$ cat config.mk
export PLATFORM = sky130hd
export DESIGN_NAME = zle_xc4_fsm
export DESIGN_NICKNAME = d
export VERILOG_FILES = /design/src/rtl/zle_xc4_fsm.sv
export SDC_FILE = /design/constraint.sdc
export NUM_CORES = 1
export LEC_CHECK = 0
export BUFFER_PORTS_ARGS = -buffer_cell sky130_fd_sc_hd__buf_2
export CORE_AREA = 4 4 41 43
export CTS_CLUSTER_SIZE = 12
export DETAILED_ROUTE_END_ITERATION = 6
export DIE_AREA = 0 0 45 47
export SLEW_MARGIN = 30
export SYNTH_ARGS = -nofsm -noshare
export SYNTH_HDL_FRONTEND = slang
export SYNTH_SLANG_ARGS = --single-unit
$ cat constraint.sdc
create_clock -name clock -period 1.8 [get_ports clock]
set_input_delay 0.36 -clock clock [delete_from_list [all_inputs] [get_ports clock]]
set_output_delay 0.36 -clock clock [all_outputs]
set_load 0.01 [all_outputs]
$ cat src/rtl/zle_xc4_fsm.sv
`default_nettype none
// +--------------------------------------------------------------------------+
// | zle_xc4_fsm : controller FSM sequencing the zle_xc4_dp zero-RLE datapath  |
// | Optional end-of-stream flush enabled by defining ZLE_FLUSH_EN.            |
// | Revision 1.0                                                              |
// +--------------------------------------------------------------------------+
module zle_xc4_fsm (
    input  logic       clock,
    input  logic       reset,
    input  logic       i_valid,
    output logic       i_rd,
    input  logic       o_full,
    output logic       o_wr,
    output logic [3:0] state,
    input  logic       f_start_i_eq_0,
    input  logic       f_zeros_i_eq_0,
    input  logic       f_zeros_t_cnt_eq_15
`ifdef ZLE_FLUSH_EN
    ,
    input  logic       i_eos,
    output logic       eos_done
`endif
);

    localparam logic [3:0] S_START     = 4'd0;
    localparam logic [3:0] S_START_T   = 4'd1;
    localparam logic [3:0] S_START_E   = 4'd2;
    localparam logic [3:0] S_ZEROS     = 4'd3;
    localparam logic [3:0] S_ZEROS_T   = 4'd4;
    localparam logic [3:0] S_ZEROS_T_T = 4'd5;
    localparam logic [3:0] S_ZEROS_T_E = 4'd6;
    localparam logic [3:0] S_ZEROS_E   = 4'd7;
    localparam logic [3:0] S_PENDING   = 4'd8;

    logic [3:0] state_q;
    logic [3:0] state_d;

`ifdef ZLE_FLUSH_EN
    // Marks an S_ZEROS_E visit caused by end-of-stream rather than a literal.
    logic flush_q;
    logic flush_d;
    logic eos_w;
`endif

    always_comb begin
        state_d = state_q;
        i_rd    = 1'b0;
        o_wr    = 1'b0;
`ifdef ZLE_FLUSH_EN
        flush_d = 1'b0;
        eos_w   = 1'b0;
`endif
        case (state_q)
            S_START: begin
                if (i_valid) begin
                    state_d = f_start_i_eq_0 ? S_START_T : S_START_E;
                end
`ifdef ZLE_FLUSH_EN
                else if (i_eos) begin
                    eos_w = 1'b1;
                end
`endif
            end
            S_START_T: begin
                i_rd    = 1'b1;
                state_d = S_ZEROS;
            end
            S_START_E: begin
                if (!o_full) begin
                    i_rd    = 1'b1;
                    o_wr    = 1'b1;
                    state_d = S_START;
                end
            end
            S_ZEROS: begin
                // Run-token states clear cnt, so they are entered only when a write is possible.
                if (i_valid) begin
                    if (f_zeros_i_eq_0) begin
                        state_d = S_ZEROS_T;
                    end else if (!o_full) begin
                        state_d = S_ZEROS_E;
                    end
                end
`ifdef ZLE_FLUSH_EN
                else if (i_eos && !o_full) begin
                    state_d = S_ZEROS_E;
                    flush_d = 1'b1;
                end
`endif
            end
            S_ZEROS_T: begin
                if (!f_zeros_t_cnt_eq_15) begin
                    state_d = S_ZEROS_T_E;
                end else if (!o_full) begin
                    state_d = S_ZEROS_T_T;
                end
            end
            S_ZEROS_T_T: begin
                o_wr    = 1'b1;
                state_d = S_ZEROS;
            end
            S_ZEROS_T_E: begin
                i_rd    = 1'b1;
                state_d = S_ZEROS;
            end
            S_ZEROS_E: begin
                o_wr    = 1'b1;
`ifdef ZLE_FLUSH_EN
                eos_w   = flush_q;
                state_d = flush_q ? S_START : S_PENDING;
`else
                state_d = S_PENDING;
`endif
            end
            S_PENDING: begin
                if (!o_full) begin
                    i_rd    = 1'b1;
                    o_wr    = 1'b1;
                    state_d = S_START;
                end
            end
            default: begin
                state_d = S_START;
            end
        endcase
    end

    always_ff @(posedge clock or negedge reset) begin
        if (!reset) begin
            state_q <= S_START;
        end else begin
            state_q <= state_d;
        end
    end

`ifdef ZLE_FLUSH_EN
    always_ff @(posedge clock or negedge reset) begin
        if (!reset) begin
            flush_q <= 1'b0;
        end else begin
            flush_q <= flush_d;
        end
    end

    // S_START pulses straight from i_eos, so hold it off while reset is active.
    assign eos_done = reset & eos_w;
`endif

    assign state = state_q;

endmodule
`default_nettype wire

# After elaboration in Yosys (flattened, before gate mapping)
# Index checks and enable logic that the tools add are counted.
# Widths: inputs -> output; s select.
[totals]
reg_bits = 4
input_bits = 7
out_inout_bits = 6
[op_classes]
n_eq_ne = 13
muxes = 12
reduce_logical = 6
[ops]
columns = ["op", "n"]
rows = [
  ["$mux 4", 7],
  ["$pmux 4 s6", 1],
  ["$eq 4x3->1 const B", 4],
  ["$eq 4x2->1 const B", 2],
  ["$ne 2x2->1 const B", 3],
  ["$ne 3x3->1 const B", 2],
  ["$reduce_or 2->1", 3],
  ["$reduce_and 5->1", 1],
  ["$eq 4x1->1 const B", 1],
  ["$eq 4x4->1 const B", 1],
  ["$logic_not 4->1", 1],
  ["$pmux 1 s2", 2],
  ["$reduce_or 3->1", 1],
  ["$mux 2", 1],
  ["$mux 1", 1],
]

# Depth between registers and ports, before layout
# Gate-level depths: netlist (run 1).
[logic_depth]
word_depth = 4
ltp_mapped = 5

# Least setup slack after synthesis (run 1)
# No wires, ideal clock.
[synth_timing]
path_kind = "reg2out"
startpoint = "register state_q[2] (netlist: state[2])"
endpoint = "output o_wr"
arrival_time_ns = 1.236
slack_ns = 0.204
stages_incl_launch_ff = 4
cell_sequence = "dfrtp_1 -> buf_2 -> or4_1 -> o21ai_1"
[synth_between]
elab_chain_len = 3
word_cells_on_any_way = 7
cone_classes = "eq/ne (4); mux (1); reduce/logical (2)"
[synth_lines]
columns = ["item", "line", "rtl"]
rows = [
  ["start: declaration", "35", "logic [3:0] state_q;"],
  ["start signal: assignment", "132", "state_q <= state_d;"],
  ["$eq 4x4->1, or another cell as far along", "53", "case (state_q)"],
  ["$reduce_or 2->1 (no source line)", "-", ""],
  ["$pmux 1 s2 (*)", "53", ""],
  ["end: declaration", "13", "output logic o_wr,"],
]
# Mark *: on every way between the ends. The rest lies on a longest branch, timed or not.

# Worst setup path in the final report (run 1)
[layout_timing]
startpoint = "register state_q[3] (netlist: state[3])"
endpoint = "output o_wr"
# The elaborated chain is that of the path after synthesis.

==> results of run 1 <==
## report_power, final
group,total (mW),switching [mW],internal (mW),leakage (nW)
clock network,0.120,0.0449,0.0751,0.0138
registers,0.187,0.0537,0.134,0.0479
logic,0.671,0.337,0.333,0.168
total,0.978,0.436,0.542,0.229
## layout make-up
| class | instances | area [sq um] |
|---|---|---|
| inverter | 2 | 7.507 |
| tap | 15 | 18.77 |
| fill | 139 | 767.0 |
| clock buffer | 3 | 22.52 |
| sequential | 4 | 102.6 |
| timing repair buffer | 20 | 122.6 |
| multi-input combinational | 34 | 260.3 |
## worst reg2reg max path: stages (launching register included)
cell       delay (ns)
dfrtp_2          0.43
buf_4            0.17
or2_1            0.29
a2111oi_4        0.30
nor3_1           0.11
mux2_1           0.33
## cell usage after synthesis
cell	count	area share
nand4bb_1	1	0.029
nand2_4	1	0.029
nor3_1	3	0.038
nand3_1	1	0.013
buf_4	1	0.019
nor4_1	1	0.016
mux2_1	2	0.057
nand2b_1	3	0.048
mux2_2	1	0.029
o22a_1	1	0.022
inv_1	2	0.019
buf_2	1	0.013
dfrtp_1	4	0.25
a311oi_1	1	0.022
or4_1	1	0.019
clkbuf_4	1	0.019
o211ai_1	1	0.019
o32ai_1	3	0.067
o21ai_1	2	0.025
or2_1	1	0.016
buf_6	1	0.029
a31oi_1	1	0.016
a21oi_1	2	0.025
xnor2_1	1	0.022
nand2_1	4	0.038
nor2_1	1	0.0095
or3_1	1	0.016
a2111oi_4	1	0.070
## logic make-up after synthesis
logic type	count (synthesis)
and+or+nand+nor	18
AOI/OAI and AO/OA	12
buffers and inverters	6
DFF	4
muxes	3
xor gates and xnor gates	1
## per-layer routing
layer / vias up / share of wire
met1: 189 / 0.42
met3: 3 / 0.061
li1: 205 / -
met4: 0 / 0.025
met5: - / 0
met2: 14 / 0.49
## cells in the final DEF (no fill, tap or decap)
master,n
inv_1,2
or2_1,1
nand2_1,4
dfrtp_2,2
mux2_2,1
nor2_1,1
a311oi_1,1
o21ai_1,2
nor3_1,3
clkbuf_4,3
a31oi_1,1
nand3_1,1
nand4bb_1,1
or4_1,1
o32ai_1,3
dfrtp_1,2
buf_4,7
mux2_1,2
or3_1,1
nor4_2,1
xnor2_1,1
o211ai_1,1
dlygate4sd3_1,1
o22a_1,1
buf_2,12
nand2_4,1
a2111oi_4,1
a21oi_1,2
nand2b_1,3
## path summary, 6_finish.rpt
path                       cells after the start      from  slack, ns  endpoint
max                                            4  state[3]     -0.002      o_wr
min                                            2     reset       0.44  state[3]
max reg2reg                                    5  state[1]       0.06  state[1]
min reg2reg                                    2  state[0]       0.71  state[0]
max in group asynchronous                      2     reset       1.21  state[1]
min in group clock                             3    o_full       0.50  state[3]
## what timing repair did
action	in CTS	in global routing
endpoints found under the setup margin	2	4
setup buffers	2	0
endpoints found under the hold margin	4	0
hold buffers	1	0
gates resized for setup	2	1
cloned	0	0
==> summary.txt, run 1 <==
Run status
  • Status: complete, but fails checks
  • Failing checks: setup timing

GRT
  • Initial antenna violation count: 0
  • Largest net degree at the start of global routing: 10
  • First-pass GRT wire length: about 1700 microns
  • Grt ovf: 0
  • Number of global-route vias before repair: 405
  • Met3 Use GR: 0.03831
  • Gr busiest metal: met2
  • GRT Resource Usage Total: 0.1163
  • GRT met1 Usage: 0.1233
  • Met2 Usage GRT: 0.1921

Detailed routing
  • 1st-pass router iterations: 4
  • Total number of vias: 411
  • Total wire length: 997 microns
  • Wire per inst: 12.78 microns
  • Final ANT Viol Nets: 0
  • DR DRC count: 0
  • Drt via density: 5.269
  • Starting DRT DRC Count: 15

Logic synthesis
  • Syn nets: 51
  • Avg Cell Area, Syn: 8.929 sq um
  • Multiplexer area fraction after synthesis: 0.08599
  • Post-Synth Simple-Gate Area: 0.2707
  • Synth unique cells: 28
  • Synthesized area: 392.9 sq um
  • Yosys reg bits: 4
  • YS warnings: 0
  • Post-synthesis sequential area ratio: 0.2548
  • Adder-Cell Fraction of Synth Area: 0
  • Largest family of logic cells by synthesized area: simple AND/OR/NAND/NOR gates
  • Synth Area in Compound Gates: 0.2675
  • Synth Area in XOR/XNOR: 0.02229
  • Syn Inst Count: 44

Run
  • Max-Cap Viols: 0

Timing
  • Max Fclk: 554.8 MHz
  • Final critical-path required period: 1.802 ns
  • Final hold violations: 0
  • Tightest Pin Transition: 0.3478 ns
  • Endpoints failing setup: 1
  • Worst setup margin: -0.002351 ns
  • Final Max Slew Viols: 0
  • Final TNS setup: -0.002351 ns
  • Clock Skew: between 0.015 and 0.02 ns
  • WHS: 0.4445 ns
  • Final period utilization: 1.001
  • RSZ-0062 raised after global routing: yes
  • Slew HR: 0.7674

Min path
  • Worst hold path type: in2async

Finish
  • Post-Layout Inst Area: between 500 and 600 sq um
  • Ant. Diodes: 0
  • Area grow syn2layout: 35.99%
  • Post-Route Utilization: 0.4106
  • Final nets: 72
  • Final Non-Filler Cells: 78
  • Largest register FFs: 4
  • Layout cell share with drive strength beyond 1: 0.4444

Setup path
  • CP max-delay cell: dfrtp_2
  • Buf+Inv Stages, Crit Path: 1
  • Critical Path AT: 1.44 ns
  • CP Capture Type: primary output
  • Worst EP required: 1.44 ns
  • CP Launch Type: flop
  • CP top delay family: flip-flops
  • Critical Path, Cell by Cell: xnor2_1, or4_1, o21ai_1, buf_2
  • Worst-path maximum fanout: 5
  • Critical path type: reg2out
  • Worst path max stage delay: 0.43 ns

Clock tree
  • H-tree levels: 1
  • Max Buffers Root-to-Sink: 2
  • Root buf cell: clkbuf_4
  • Clock slew at reported path FFs: 0.05 ns
  • CTS tree: yes
  • Num CTS Buffers: 3
  • Skew-Pair Late Insertion Delay: 0.25 ns
  • Clk sinks: 4

Floorplan
  • Die W: 45 microns
  • Initial Util: 0.3019
  • Core Area: 1301 sq um
  • Number of cell rows: 13
  • Die Area: 2115 sq um
  • Die Y: 47 microns
  • IO Pins: 13

Placed design
  • # port buffers: 12
  • Gp weighted congestion: 0.7905
  • Post-Place Worst Slack: 0.1313 ns
  • DP HPWL: 764.7 microns
  • Placed Cells: 72
  • Post-placement cell area: approximately 480 sq um

Pwr
  • Max VDD drop: 0.001122 V
  • P per Cell Area: approximately 1800 nW/um^2
  • Power Total: 978.1 uW
  • Leakage: 0.2293 nW
Power figures use the tool's default switching activity.
==> run 2: changes to the inputs <==
--- a/config.mk
+++ b/config.mk
@@ -6,10 +6,11 @@
 export NUM_CORES = 1
 export LEC_CHECK = 0
 export BUFFER_PORTS_ARGS = -buffer_cell sky130_fd_sc_hd__buf_2
-export CORE_AREA = 4 4 41 43
+export CORE_AREA = 2 2 39 41
 export CTS_CLUSTER_SIZE = 12
 export DETAILED_ROUTE_END_ITERATION = 6
-export DIE_AREA = 0 0 45 47
+export DIE_AREA = 0 0 41 43
+export SKIP_LAST_GASP = 1
 export SLEW_MARGIN = 30
 export SYNTH_ARGS = -nofsm -noshare
 export SYNTH_HDL_FRONTEND = slang
==> run 2 against run 1 <==
Against the previous run:
- the run now ends clean
- worst setup slack improved by 0.013 ns
- wire length shrank 1.5%
- die area shrank 17%
- register-to-register slack gained 0.11 ns
- worst hold slack gained 0.020 ns
- highest routed layer is now met3
==> summary.txt, run 2 (synthesis results as in run 1) <==
Run status
  • Status: finished, final reports clean

Finish
  • Most frequent cells in the layout: 12 x buf_2, 9 x buf_4, 4 x nand2_1
  • Layout cell share with drive strength beyond 1: 0.4769
  • Post-Layout Inst Area: 558.0 sq um
  • Final nets: 74
  • Most common cell after layout, fill and taps aside: buf_2
  • Largest register FFs: 4
  • Ant. Diodes: 0
  • Area grow syn2layout: 42.04%

Timing
  • Worst setup margin: 0.01108 ns
  • Slew HR: 0.7941
  • Final critical-path required period: 1.789 ns
  • Final Max Slew Viols: 0
  • RSZ-0062 raised after global routing: yes
  • Final hold violations: 0
  • Endpoints failing setup: 0
  • Max Fclk: 559.0 MHz
  • Final period utilization: 0.9938
  • Clock Skew: about 0.00013 ns
  • Tightest Pin Transition: 0.3080 ns
  • Final TNS setup: 0 ns

GRT
  • Grt ovf: 0
  • First-pass GRT wire length: 1497 microns
  • GRT Resource Usage Total: 0.1312
  • Number of global-route vias before repair: approximately 350
  • Initial antenna violation count: 0
  • Largest net degree at the start of global routing: 9

Placed design
  • Post-Place Worst Slack: 0.1631 ns
  • DP HPWL: 788.1 microns
  • Gp weighted congestion: 0.7786
  • Post-placement cell area: 479.2 sq um
  • # port buffers: 12

Floorplan
  • IO Pins: 13
  • Die Y: 43 microns
  • Die W: 41 microns
  • Die Area: 1763 sq um
  • Initial Util: 0.2839
  • Number of cell rows: 14
  • Core Area: 1384 sq um

Clock tree
  • Num CTS Buffers: 3
  • Clk sinks: 4
  • Clock slew at reported path FFs: 0.04 ns
  • Skew-Pair Late Insertion Delay: roughly 0.23 ns
  • H-tree levels: 1
  • Max Buffers Root-to-Sink: 2
  • Root buf cell: clkbuf_4
  • CTS tree: yes

Setup path
  • R2r worst-path depth: 4
  • Worst path max stage delay: 0.44 ns
  • Critical Path AT: 1.43 ns
  • Critical path type: reg2out
  • Critical Path, Cell by Cell: xnor2_2, or4_1, o21ai_1, buf_2
  • Worst EP required: around 1.4 ns
  • CP Capture Type: primary output
  • Crit path depth: 4
  • Reg2Reg Setup Slack: 0.17 ns
  • CP top delay family: flip-flops
  • CP Launch Type: flop
  • CP max-delay cell: dfrtp_2
  • Buf+Inv Stages, Crit Path: 1
  • Worst-path maximum fanout: 7

Detailed routing
  • Drt via density: 5.123
  • Final ANT Viol Nets: 0
  • Total wire length: ~1000 microns
  • DR DRC count: 0
  • 1st-pass router iterations: 4
  • Wire per inst: 12.12 microns
  • Total number of vias: 415
  • Starting DRT DRC Count: 5

Pwr
  • Leakage: 0.2448 nW
  • Max VDD drop: 0.0006888 V
  • P per Cell Area: 1810 nW/um^2

Run
  • Max-Cap Viols: 0

Min path
  • Worst hold path type: in2async
[run 2: repair_timing]
item                                   in CTS  in global routing
pin swaps                                   0                  3
endpoints found under the hold margin       4                  0
setup endpoints to repair                   2                  2
resized for setup                           2                  2
hold buffers                                1                  0
setup buffers                               3                  1
[run 2: final timing paths]
check                                    start  endpoint
worst max register to register        state[0]  state[0]
worst max-delay path                  state[1]      o_wr
min in group clock              f_zeros_i_eq_0  state[2]
max in group asynchronous                reset  state[1]
worst min register to register        state[0]  state[0]
worst min-delay path                     reset  state[2]
[run 2: layout make-up]
type / count / area (sq um)
fill: 146 / 825.8
inverter: 2 / 7.507
multi-input combinational: 34 / 267.8
timing repair buffer: 22 / 137.6
tap: 16 / 20.02
clock buffer: 3 / 22.52
sequential: 4 / 102.6
[run 2: routing by layer]
layer	vias up	GRT usage	wire, microns
met2	9	0.2219	546
met1	195	0.1340	390
li1	211	-	-
met4	0	0.08000	0
met3	0	0.03141	45
met5	-	0	0
[run 2: through the flow]
| step | power (mW) | utilization | cells | hold WS (ns) |
|---|---|---|---|---|
| CTS | 0.9772 | 0.3879 | 80 | 0.4489 |
| detailed placement | 0.8260 | 0.3463 | 73 | 0.1689 |
| global placement | 0.8211 | 0.3463 | 73 | 0.1656 |
| finish | 1.010 | 0.4033 | 81 | 0.4647 |
| global route | 1.102 | 0.4033 | 81 | 0.4546 |
| floorplan | 0.6530 | - | 44 | 0.06441 |
[run 2: where the power goes]
group | internal, mW | total (mW) | leakage, nW | switching (mW)
Sequential | 0.134 | 0.200 | 0.0479 | 0.0664
Clock | 0.0744 | 0.109 | 0.0138 | 0.0345
Combinational | 0.364 | 0.701 | 0.183 | 0.337
Total | 0.572 | 1.01 | 0.245 | 0.438
